--- config.mk ---
export PLATFORM = sky130hd
export DESIGN_NAME = load_store_seq
export DESIGN_NICKNAME = d
export VERILOG_FILES = /design/src/rtl/load_store_seq.sv
export SDC_FILE = /design/constraint.sdc
export NUM_CORES = 1
export LEC_CHECK = 0
export CAP_MARGIN = 20
export CELL_PAD_IN_SITES_DETAIL_PLACEMENT = 2
export CELL_PAD_IN_SITES_GLOBAL_PLACEMENT = 2
export CORE_MARGIN = 10
export CORE_UTILIZATION = 25
export CTS_BUF_LIST = sky130_fd_sc_hd__clkbuf_4
export DETAILED_ROUTE_END_ITERATION = 6
export PLACE_DENSITY = 0.79
export SLEW_MARGIN = 20
export SYNTH_ARGS = -nofsm -noshare
export SYNTH_HDL_FRONTEND = slang
export SYNTH_SLANG_ARGS = --single-unit
--- constraint.sdc ---
create_clock -name clk -period 1.55 [get_ports clk]
set_input_delay 0.31 -clock clk [delete_from_list [all_inputs] [get_ports clk]]
set_output_delay 0.31 -clock clk [all_outputs]
set_load 0.02 [all_outputs]
--- src/rtl/load_store_seq.sv ---
// load_store_seq
// Multicycle sequencer for the load/store path. When the control unit
// starts a request, this block issues a memory read and/or write, pulses the
// MDR load enable and drives the load-size select. Sub-word stores are done
// as read-modify-write. Misaligned or illegal requests raise a 2-bit
// exception code.
//
// Ports
//   clk, reset      rising-edge clock, synchronous active-low reset
//   start           request strobe, sampled only in IDLE
//   op              000 lw, 001 lh, 010 lb, 100 sw, 101 sh, 110 sb
//   addr            byte address, captured on accept
//   store_data      store operand, captured on accept
//   mem_rdata       memory read data, valid MEM_LAT cycles after mem_rd
//   mem_addr        captured address, held for the whole operation
//   mem_rd, mem_wr  one-cycle memory strobes
//   mem_wdata       write data, nonzero only while mem_wr=1
//   mdr_we          one-cycle MDR load enable for loads
//   load_sel        00 byte, 01 half, 10 word; held from accept onward
//   reg_we          one-cycle register-file write enable for loads
//   busy            high in every state except IDLE
//   done            one-cycle completion pulse
//   exc_code        00 none, 01 misaligned, 10 illegal op; one-cycle pulse
module load_store_seq #(
    parameter int MEM_LAT     = 2,
    parameter bit CHECK_ALIGN = 1'b1
) (
    input  logic        clk,
    input  logic        reset,
    input  logic        start,
    input  logic [2:0]  op,
    input  logic [31:0] addr,
    input  logic [31:0] store_data,
    input  logic [31:0] mem_rdata,
    output logic [31:0] mem_addr,
    output logic        mem_rd,
    output logic        mem_wr,
    output logic [31:0] mem_wdata,
    output logic        mdr_we,
    output logic [1:0]  load_sel,
    output logic        reg_we,
    output logic        busy,
    output logic        done,
    output logic [1:0]  exc_code
);

    typedef enum logic [2:0] {
        IDLE, READ, WAIT, CAPTURE, WB, WRITE, EXC
    } state_t;

    typedef struct packed {
        logic [2:0]  op;
        logic [31:0] addr;
        logic [31:0] data;
    } req_t;

    localparam logic [3:0] LAT_M1 = 4'(MEM_LAT - 1);

    state_t      state, nstate;
    req_t        req;
    logic [31:0] rword;
    logic [3:0]  cnt;
    logic [1:0]  exc_q;
    logic [1:0]  sel_q;

    // Decode of the live request inputs, only meaningful in IDLE.
    logic       in_illegal;
    logic       in_misalign;
    logic [1:0] in_sel;

    // op[1:0]: 00 word, 01 half, 10 byte, 11 illegal; op[2] marks a store.
    always_comb begin
        in_illegal  = (op[1:0] == 2'b11);
        in_misalign = CHECK_ALIGN &&
                      (((op[1:0] == 2'b00) && (addr[1:0] != 2'b00)) ||
                       ((op[1:0] == 2'b01) && addr[0]));
        case (op[1:0])
            2'b00:   in_sel = 2'b10;
            2'b01:   in_sel = 2'b01;
            default: in_sel = 2'b00;
        endcase
    end

    always_ff @(posedge clk) begin
        if (!reset) begin
            state <= IDLE;
            req   <= '0;
            rword <= '0;
            cnt   <= '0;
            exc_q <= '0;
            sel_q <= '0;
        end else begin
            state <= nstate;
            if (state == IDLE && start) begin
                req   <= '{op: op, addr: addr, data: store_data};
                sel_q <= in_sel;
                exc_q <= in_illegal ? 2'b10 : (in_misalign ? 2'b01 : 2'b00);
            end
            // WAIT spans MEM_LAT-1 cycles so CAPTURE lands MEM_LAT after mem_rd.
            if (state == READ)
                cnt <= LAT_M1;
            else if (state == WAIT)
                cnt <= cnt - 4'd1;
            if (state == CAPTURE)
                rword <= mem_rdata;
        end
    end

    always_comb begin
        nstate = state;
        case (state)
            IDLE: begin
                if (start) begin
                    if (in_illegal || in_misalign)
                        nstate = EXC;
                    else if (op == 3'b100)
                        nstate = WRITE;
                    else
                        nstate = READ;
                end
            end
            READ:    nstate = (MEM_LAT <= 1) ? CAPTURE : WAIT;
            WAIT:    if (cnt <= 4'd1) nstate = CAPTURE;
            CAPTURE: nstate = req.op[2] ? WRITE : WB;
            WB:      nstate = IDLE;
            WRITE:   nstate = IDLE;
            EXC:     nstate = IDLE;
            default: nstate = IDLE;
        endcase
    end

    always_comb begin
        mem_rd    = (state == READ);
        mem_wr    = (state == WRITE);
        mdr_we    = (state == CAPTURE) && !req.op[2];
        reg_we    = (state == WB);
        done      = (state == WB) || (state == WRITE);
        busy      = (state != IDLE);
        exc_code  = (state == EXC) ? exc_q : 2'b00;
        mem_addr  = req.addr;
        load_sel  = sel_q;
        mem_wdata = '0;
        if (state == WRITE) begin
            case (req.op[1:0])
                2'b00:   mem_wdata = req.data;
                2'b01:   mem_wdata = {rword[31:16], req.data[15:0]};
                2'b10:   mem_wdata = {rword[31:8], req.data[7:0]};
                default: mem_wdata = '0;
            endcase
        end
    end

    // The low byte of the read word is always overwritten by a store.
    logic unused_rword;
    assign unused_rword = ^rword[7:0];

endmodule

==> flow_summary.json, run 1 <==
{
  "cp_max_fo": 7,
  "drive_gt1_share_pct": 54.5,
  "cp_top_family": "buffers and inverters",
  "pin_count": 176,
  "synth_commonest_cells": "nand2_1 (188), dfxtp_1 (102), a21boi_0 (79)",
  "slew_viol_final": 0,
  "yosysUniqueCellTypes": 38,
  "synth_area_leaders": "dfxtp_1 (41%), nand2_1 (14%), a21boi_0 (12%)",
  "dieArea_um2": 25700,
  "min_path_type": "input pin to register",
  "drc": 0,
  "grt_overflow": 0,
  "syn_area_per_cell_um2": 7.88,
  "cts_sinks": 102,
  "antenna_found_initial": 1,
  "fp.dieH_um": 160,
  "worstPathRequired_ns": 1.24,
  "syn_nets": 729,
  "dp_hpwl_um": 14800,
  "relSlewSlack_pct": 64.1,
  "seqPwrFrac_pct": 28.2,
  "seq_area_frac_synth_pct": 41.4,
  "worst_slack_ns": -0.584,
  "async_flop_share_pct": 0,
  "crit_path_end_kind": "output pin",
  "critPathSlowestCell": "dfxtp_4",
  "p_sw_uw": 5280,
  "stdcell_count": 1106,
  "place.port_buffers": 167,
  "start_kind": "register",
  "ys_ff_latch": 102,
  "internal_power_uw": 7250,
  "cts_buffer_depth": 2,
  "cts_buffers": 9,
  "tightestPinTransition_ns": 0.533,
  "yosysTopAreaCell": "dfxtp_1",
  "first_global_vias": 6014,
  "dpl_worst_slack_ns": -0.499,
  "wl_per_cell_um": 23.7,
  "synthFlopType": "dfxtp_1",
  "whs_ns": 0.202,
  "die_width_um": 160,
  "grt_pass1_wl_um": 36000,
  "coreArea_um2": 19400,
  "combinationalPowerShare_pct": 59.7,
  "critPathArrivalTime_ns": 1.82,
  "synth_warnings": 0,
  "htreeDepth": 3,
  "p_sw_share_pct": 42.1,
  "violations": "setup timing",
  "nets": 939,
  "regToRegStartpoint": "state[1]",
  "crit_path_max_incr_delay_ns": 0.41,
  "critPathKind": "register to output pin",
  "routed_via_density": 4.69,
  "clkTransAtPathRegs_ns": 0.17,
  "r2r_slack_ns": -0.28,
  "drt-total-wl_um": 26200,
  "whs_path_depth": 3,
  "power.leakage_uw": 0.00370,
  "synth_edf_count": 0,
  "drt_pass1_iterations": 4,
  "hold_viol_final": 0,
  "rows": 51,
  "fin_skew_ns": 0.0142,
  "synth_cells": 625,
  "fin_setup_tns_ns": -37.35,
  "clockPowerShare_pct": 12.1,
  "status": "complete, but fails checks",
  "gp_congestion": 0.779,
  "cts_hold_buf": 0,
  "r2r_cells": 10,
  "dp_cells": 1033,
  "clk_latency_ns": 0.50,
  "path_buf_inv": 3,
  "r2r-end": "exc_q[0]",
  "antenna_left": 0,
  "vias": 5192,
  "drt_iter0_markers": 122,
  "rsz0062_at_grt": "yes",
  "grt_use_total_pct": 17.7,
  "timing.fmax_mhz": 469,
  "min_to": "state[2]",
  "cts_tree": "done",
  "yosysMostFrequentCell": "nand2_1",
  "start_util_pct": 25.4,
  "peakVddDrop_mv": 0.698,
  "period_needed_ns": 2.13,
  "finalCritPeriodShare_pct": 138,
  "hp-start": "reset",
  "netlist_area_um2": 4930,
  "cap_violations": 0,
  "crit_chain": "buf_12 > nor2b_4 > buf_8 > o21ai_4 > a21oi_2 > buf_6",
  "power_density_nw_per_um2": 1350,
  "setup_viol": 136,
  "grt_max_degree": 68,
  "synth_top_area_share_pct": 41.4,
  "cts-root-buf": "clkbuf_4",
  "synthToLayoutAreaGrowth_pct": 88.8
}
==> routing by layer <==
| metal | part of all wire (%) | wire length, um | global-route usage (%) | vias to the layer above |
|---|---|---|---|---|
| li1 | - | - | - | 2430 |
| met1 | 39 | 10100 | 18.9 | 2590 |
| met2 | 54 | 14000 | 32.5 | 146 |
| met3 | 6.2 | 1630 | 6.16 | 26 |
| met4 | 1.4 | 368 | 4.30 | 0 |
| met5 | 0 | 0 | 0 | - |
==> worst register-to-register path, delay by kind of cell, from the launching register on <==
kind	cells	cell delay, ns
buffers and inverters	6	0.68
and+or+nand+nor	3	0.57
DFF	1	0.37
AOI/OAI and AO/OA	1	0.15
==> what timing repair did <==
action                                  4_1_cts  5_1_grt
cloned                                       10        7
endpoints found under the hold margin         0        0
setup buffers                                28       28
pin swaps                                    40      134
endpoints found under the setup margin      147      168
gates resized for setup                     477      330
==> how the worst max path moves through the flow <==
stage | startpoint | to | slack (ns) | depth (start not counted)
2_1_floorplan | state[2] | mem_wdata[1] | -0.06 | 5
4_1_cts | req[65] | mem_wdata[20] | -0.52 | 7
6_report | req[65] | mem_wdata[31] | -0.58 | 6
3_3_place_gp | req[65] | mem_wdata[14] | -0.43 | 6
5_1_grt | req[65] | mem_wdata[31] | -0.66 | 6
3_5_place_dp | req[65] | mem_wdata[31] | -0.50 | 6
==> registers in the layout (all words and copies together), names as in the netlist <==
name / cells
state: 3
mem_addr: 32
rword: 24
load_sel: 2
exc_q: 2
req: 35
cnt: 4
==> through the flow <==
| stage | total power (uW) | area [um^2] | util (%) |
|---|---|---|---|
| 2_1_floorplan | 5810 | 5100 | - |
| 3_3_place_gp | 7140 | 7070 | 36.5 |
| 3_5_place_dp | 7370 | 7070 | 36.5 |
| 4_1_cts | 11000 | 8240 | 42.5 |
| 5_1_grt | 13200 | 9300 | 47.9 |
| 6_report | 12500 | 9300 | 47.9 |
==> placed cells by master (no fill, tap or decap), types with 22 or more instances in the layout <==
cell	instances
nand2_1	86
a21boi_2	61
nand2_4	66
dfxtp_1	96
buf_6	62
nor2_1	22
buf_12	24
buf_4	49
a21boi_1	34
nand2_2	39
clkdlybuf4s50_1	92
==> final cells by class <==
class | count | area (um^2)
Inverter | 7 | 38.8
Multi-Input combinational cell | 439 | 3720
Fill cell | 1992 | 10100
Timing Repair Buffer | 276 | 3010
Tap cell | 265 | 332
Clock inverter | 5 | 60.1
Antenna cell | 1 | 2.50
Sequential cell | 102 | 2050
Clock buffer | 11 | 82.6
==> power groups by stage <==
stage / combinational, uW / sequential (uW) / clock (uW)
floorplan: 2460 / 3350 / 0
global placement: 3750 / 3380 / 0
detailed placement: 3950 / 3420 / 0
CTS: 6060 / 3400 / 1530
global route: 7930 / 3590 / 1650
finish: 7480 / 3530 / 1510
==> kinds of logic after synthesis <==
| family | count (synthesis) | synth area share [%] |
|---|---|---|
| flops | 102 | 41.4 |
| mux | 15 | 3.05 |
| compound gates | 141 | 20.3 |
| simple gates | 280 | 24.1 |
| xor+xnor | 1 | 0.178 |
| buf+inv | 84 | 10.4 |
| fa+ha+maj | 2 | 0.508 |
Note: power is estimated with default switching activity, not from simulation.
==> inputs of run 2 (changes only) <==
--- a/config.mk
+++ b/config.mk
@@ -9,9 +9,11 @@
 export CELL_PAD_IN_SITES_DETAIL_PLACEMENT = 2
 export CELL_PAD_IN_SITES_GLOBAL_PLACEMENT = 2
 export CORE_MARGIN = 10
-export CORE_UTILIZATION = 25
+export CORE_UTILIZATION = 36
 export CTS_BUF_LIST = sky130_fd_sc_hd__clkbuf_4
+export CTS_CLUSTER_SIZE = 24
 export DETAILED_ROUTE_END_ITERATION = 6
+export DONT_BUFFER_PORTS = 1
 export PLACE_DENSITY = 0.79
 export SLEW_MARGIN = 20
 export SYNTH_ARGS = -nofsm -noshare
==> flow_summary.json, run 2 <==
{
  "ys_ff_latch": 102,
  "cts_buffer_depth": 2,
  "seq_area_frac_synth_pct": 41.4,
  "cts_buffers": 9,
  "synth_cells": 625,
  "die_width_um": 137,
  "dp_hpwl_um": 11600,
  "syn_area_per_cell_um2": 7.88,
  "yosysTopAreaCell": "dfxtp_1",
  "synth_commonest_cells": "nand2_1 (188), dfxtp_1 (102), a21boi_0 (79)",
  "firstError": "[ERROR DPL-0033] detailed placement checks failed during check placement.",
  "yosysUniqueCellTypes": 38,
  "synth_top_area_share_pct": 41.4,
  "async_flop_share_pct": 0,
  "worst_endpoint": "mem_wdata[17]",
  "yosysMostFrequentCell": "nand2_1",
  "grt_max_degree": 102,
  "status": "stopped before the end",
  "synth_warnings": 0,
  "cts-root-buf": "clkbuf_4",
  "start_util_pct": 36.9,
  "htreeDepth": 3,
  "fp.dieH_um": 137,
  "cts_sinks": 102,
  "synth_edf_count": 0,
  "synthFlopType": "dfxtp_1",
  "rows": 42,
  "gp_congestion": 0.781,
  "netlist_area_um2": 4930,
  "antenna_found_initial": 8,
  "pin_count": 176,
  "syn_nets": 729,
  "stop_stage": "5_1_grt",
  "synth_area_leaders": "dfxtp_1 (41%), nand2_1 (14%), a21boi_0 (12%)",
  "endpoint_type": "output port",
  "place.port_buffers": 0
}
## run 2: what timing repair did
item                                    in CTS
setup buffers                                9
hold endpoints to repair                    99
pin swaps                                   22
hold buffers                                79
cloned                                       5
gates resized for setup                    101
endpoints found under the setup margin      55
## run 2: stage by stage
stage | hold slack [ns] | cell area (um^2) | std cells | setup slack, ns
CTS | -0.0593 | 6550 | 868 | -0.415
detailed placement | 0.449 | 5180 | 761 | -0.0561
global placement | 0.440 | 5180 | 761 | 0.00768
floorplan | 0.431 | 5100 | 625 | -0.0621
## run 2: kinds of logic after synthesis
| kind of cell | count (synthesis) | share of synthesized area, % |
|---|---|---|
| xor gates and xnor gates | 1 | 0.178 |
| DFF | 102 | 41.4 |
| AOI/OAI and AO/OA | 141 | 20.3 |
| adders and majority gates | 2 | 0.508 |
| buffers and inverters | 84 | 10.4 |
| muxes | 15 | 3.05 |
| and+or+nand+nor | 280 | 24.1 |
==> inputs of run 3 (changes only) <==
==> config.mk (replaced) <==
export PLATFORM = sky130hd
export DESIGN_NAME = load_store_seq
export DESIGN_NICKNAME = d
export VERILOG_FILES = /design/src/rtl/load_store_seq.sv
export SDC_FILE = /design/constraint.sdc
export NUM_CORES = 1
export LEC_CHECK = 0
export CAP_MARGIN = 20
export CORE_MARGIN = 10
export CORE_UTILIZATION = 35
export DETAILED_ROUTE_END_ITERATION = 6
export DONT_BUFFER_PORTS = 1
export PLACE_DENSITY_LB_ADDON = 0.15
export SLEW_MARGIN = 20
export SYNTH_ARGS = -nofsm -noshare
export SYNTH_HDL_FRONTEND = slang
export SYNTH_SLANG_ARGS = --single-unit
==> flow_summary.json, run 3 (same netlist as run 1, synthesis figures left out) <==
{
  "status": "complete, but fails checks",
  "violations": "setup timing",
  "dieArea_um2": 19200,
  "power_density_nw_per_um2": 1570,
  "power.leakage_uw": 0.00257,
  "pin_count": 176,
  "drive_gt1_share_pct": 43.1,
  "die_width_um": 139,
  "drt-total-wl_um": 15900,
  "antenna_found_initial": 0,
  "dp_hpwl_um": 9740,
  "clkTransAtPathRegs_ns": 0.06,
  "path_buf_inv": 2,
  "grt_use_total_pct": 15.2,
  "slew_viol_final": 0,
  "critPathArrivalTime_ns": 1.47,
  "relSlewSlack_pct": 72.6,
  "diodes": 0,
  "cts_buffer_depth": 2,
  "cts_buffers": 9,
  "start_kind": "register",
  "final_common_cell": "nand2_1",
  "first_global_vias": 4238,
  "stdcell_count": 821,
  "min_path_type": "input pin to register",
  "largest_register": "req",
  "crit_path_end_kind": "output pin",
  "antenna_left": 0,
  "critPathSlowestCell": "dfxtp_4",
  "drt_pass1_iterations": 4,
  "grt_pass1_wl_um": 23700,
  "start_util_pct": 35.6,
  "worst_slack_ns": -0.227,
  "htreeDepth": 3,
  "drc": 0,
  "gp_congestion": 0.763,
  "coreArea_um2": 13800,
  "worstPathRequired_ns": 1.24,
  "fin_setup_tns_ns": -13.13,
  "register_area_um2": 2060,
  "multi_input_area_um2": 3250,
  "fillCellCount": 1283,
  "cts-root-buf": "clkbuf_16",
  "cp_max_fo": 4,
  "synthToLayoutAreaGrowth_pct": 39.3,
  "timing.fmax_mhz": 563,
  "clk_latency_ns": 0.35,
  "crit_path_max_incr_delay_ns": 0.36,
  "peakVddDrop_mv": 0.712,
  "cts_sinks": 102,
  "mostFrequentLayoutCells": "nand2_1 (133), dfxtp_1 (96), a21boi_1 (43)",
  "largest_reg_flops": 35,
  "setup_viol": 110,
  "grt_max_degree": 102,
  "cts_tree": "done",
  "crit_chain": "nor2b_2 > buf_6 > buf_4 > a21oi_1 > nor2_4",
  "rows": 43,
  "period_needed_ns": 1.78,
  "grt_overflow": 0,
  "dp_cells": 766,
  "finalCritPeriodShare_pct": 115,
  "place.port_buffers": 0,
  "tightestPinTransition_ns": 0.407,
  "hold_viol_final": 0,
  "cap_violations": 0,
  "r2r_slack_ns": -0.14,
  "final_util_pct": 49.6,
  "wl_per_cell_um": 19.3,
  "rsz0062_at_grt": "yes",
  "drt_iter0_markers": 225,
  "dpl-instance-area_um2": 5160,
  "cp_top_family": "flip-flops",
  "stdcell_area_um2": 6860,
  "cts_hold_buf": 0,
  "nets": 741,
  "vias": 4195,
  "fp.dieH_um": 139,
  "critPathKind": "register to output pin",
  "fin_skew_ns": 0.00488,
  "routed_via_density": 5.11,
  "whs_ns": 0.0730
}
## run 3: layout make-up
| type | count | share of cell area, % |
|---|---|---|
| Multi-Input combinational cell | 439 | 47.3 |
| Inverter | 7 | 0.492 |
| Timing Repair Buffer | 78 | 15.0 |
| Clock buffer | 14 | 3.85 |
| Clock inverter | 1 | 0.0729 |
| Tap cell | 180 | 3.28 |
| Sequential cell | 102 | 30.0 |
## run 3: worst register-to-register path, stage by stage (launching register included)
cell	delay, ns
dfxtp_2	0.32
buf_4	0.12
buf_6	0.12
buf_6	0.12
nor3_4	0.19
and2_4	0.24
buf_12	0.16
clkbuf_16	0.16
nand2_1	0.05
a21boi_1	0.14
## run 3: repair_timing
item | CTS | global route
resized for setup | 171 | 152
cloned | 6 | 6
pin swaps | 31 | 99
endpoints found under the setup margin | 64 | 120
setup buffers | 22 | 11
## run 3: power by group
part	switching (uW)	internal, uW
clock network	964	1170
registers	573	3110
logic	2550	2410
## run 3: metrics by stage
| stage | total power [uW] | setup slack, ns |
|---|---|---|
| after floorplan | 5810 | -0.0621 |
| after global placement | 6270 | 0.0125 |
| after detailed placement | 6350 | -0.0313 |
| after CTS | 9880 | -0.257 |
| after global routing | 11400 | -0.324 |
| final | 10800 | -0.227 |
## run 3: layer usage
metal / GRT usage, % / wire, um / share of wire (%)
met1: 17.6 / 6690 / 42
met2: 24.6 / 7690 / 48
met3: 6.27 / 1330 / 8.3
met4: 5.38 / 180 / 1.1
met5: 0 / 0 / 0
## run 3: worst paths after layout
| kind | start | endpoint | depth (start not counted) |
|---|---|---|---|
| hold reg to reg | req[13] | req[13] | 2 |
| setup / recovery | req[64] | mem_wdata[22] | 5 |
| hold / removal | store_data[4] | req[4] | 2 |
| setup reg to reg | state[1] | mem_addr[23] | 9 |
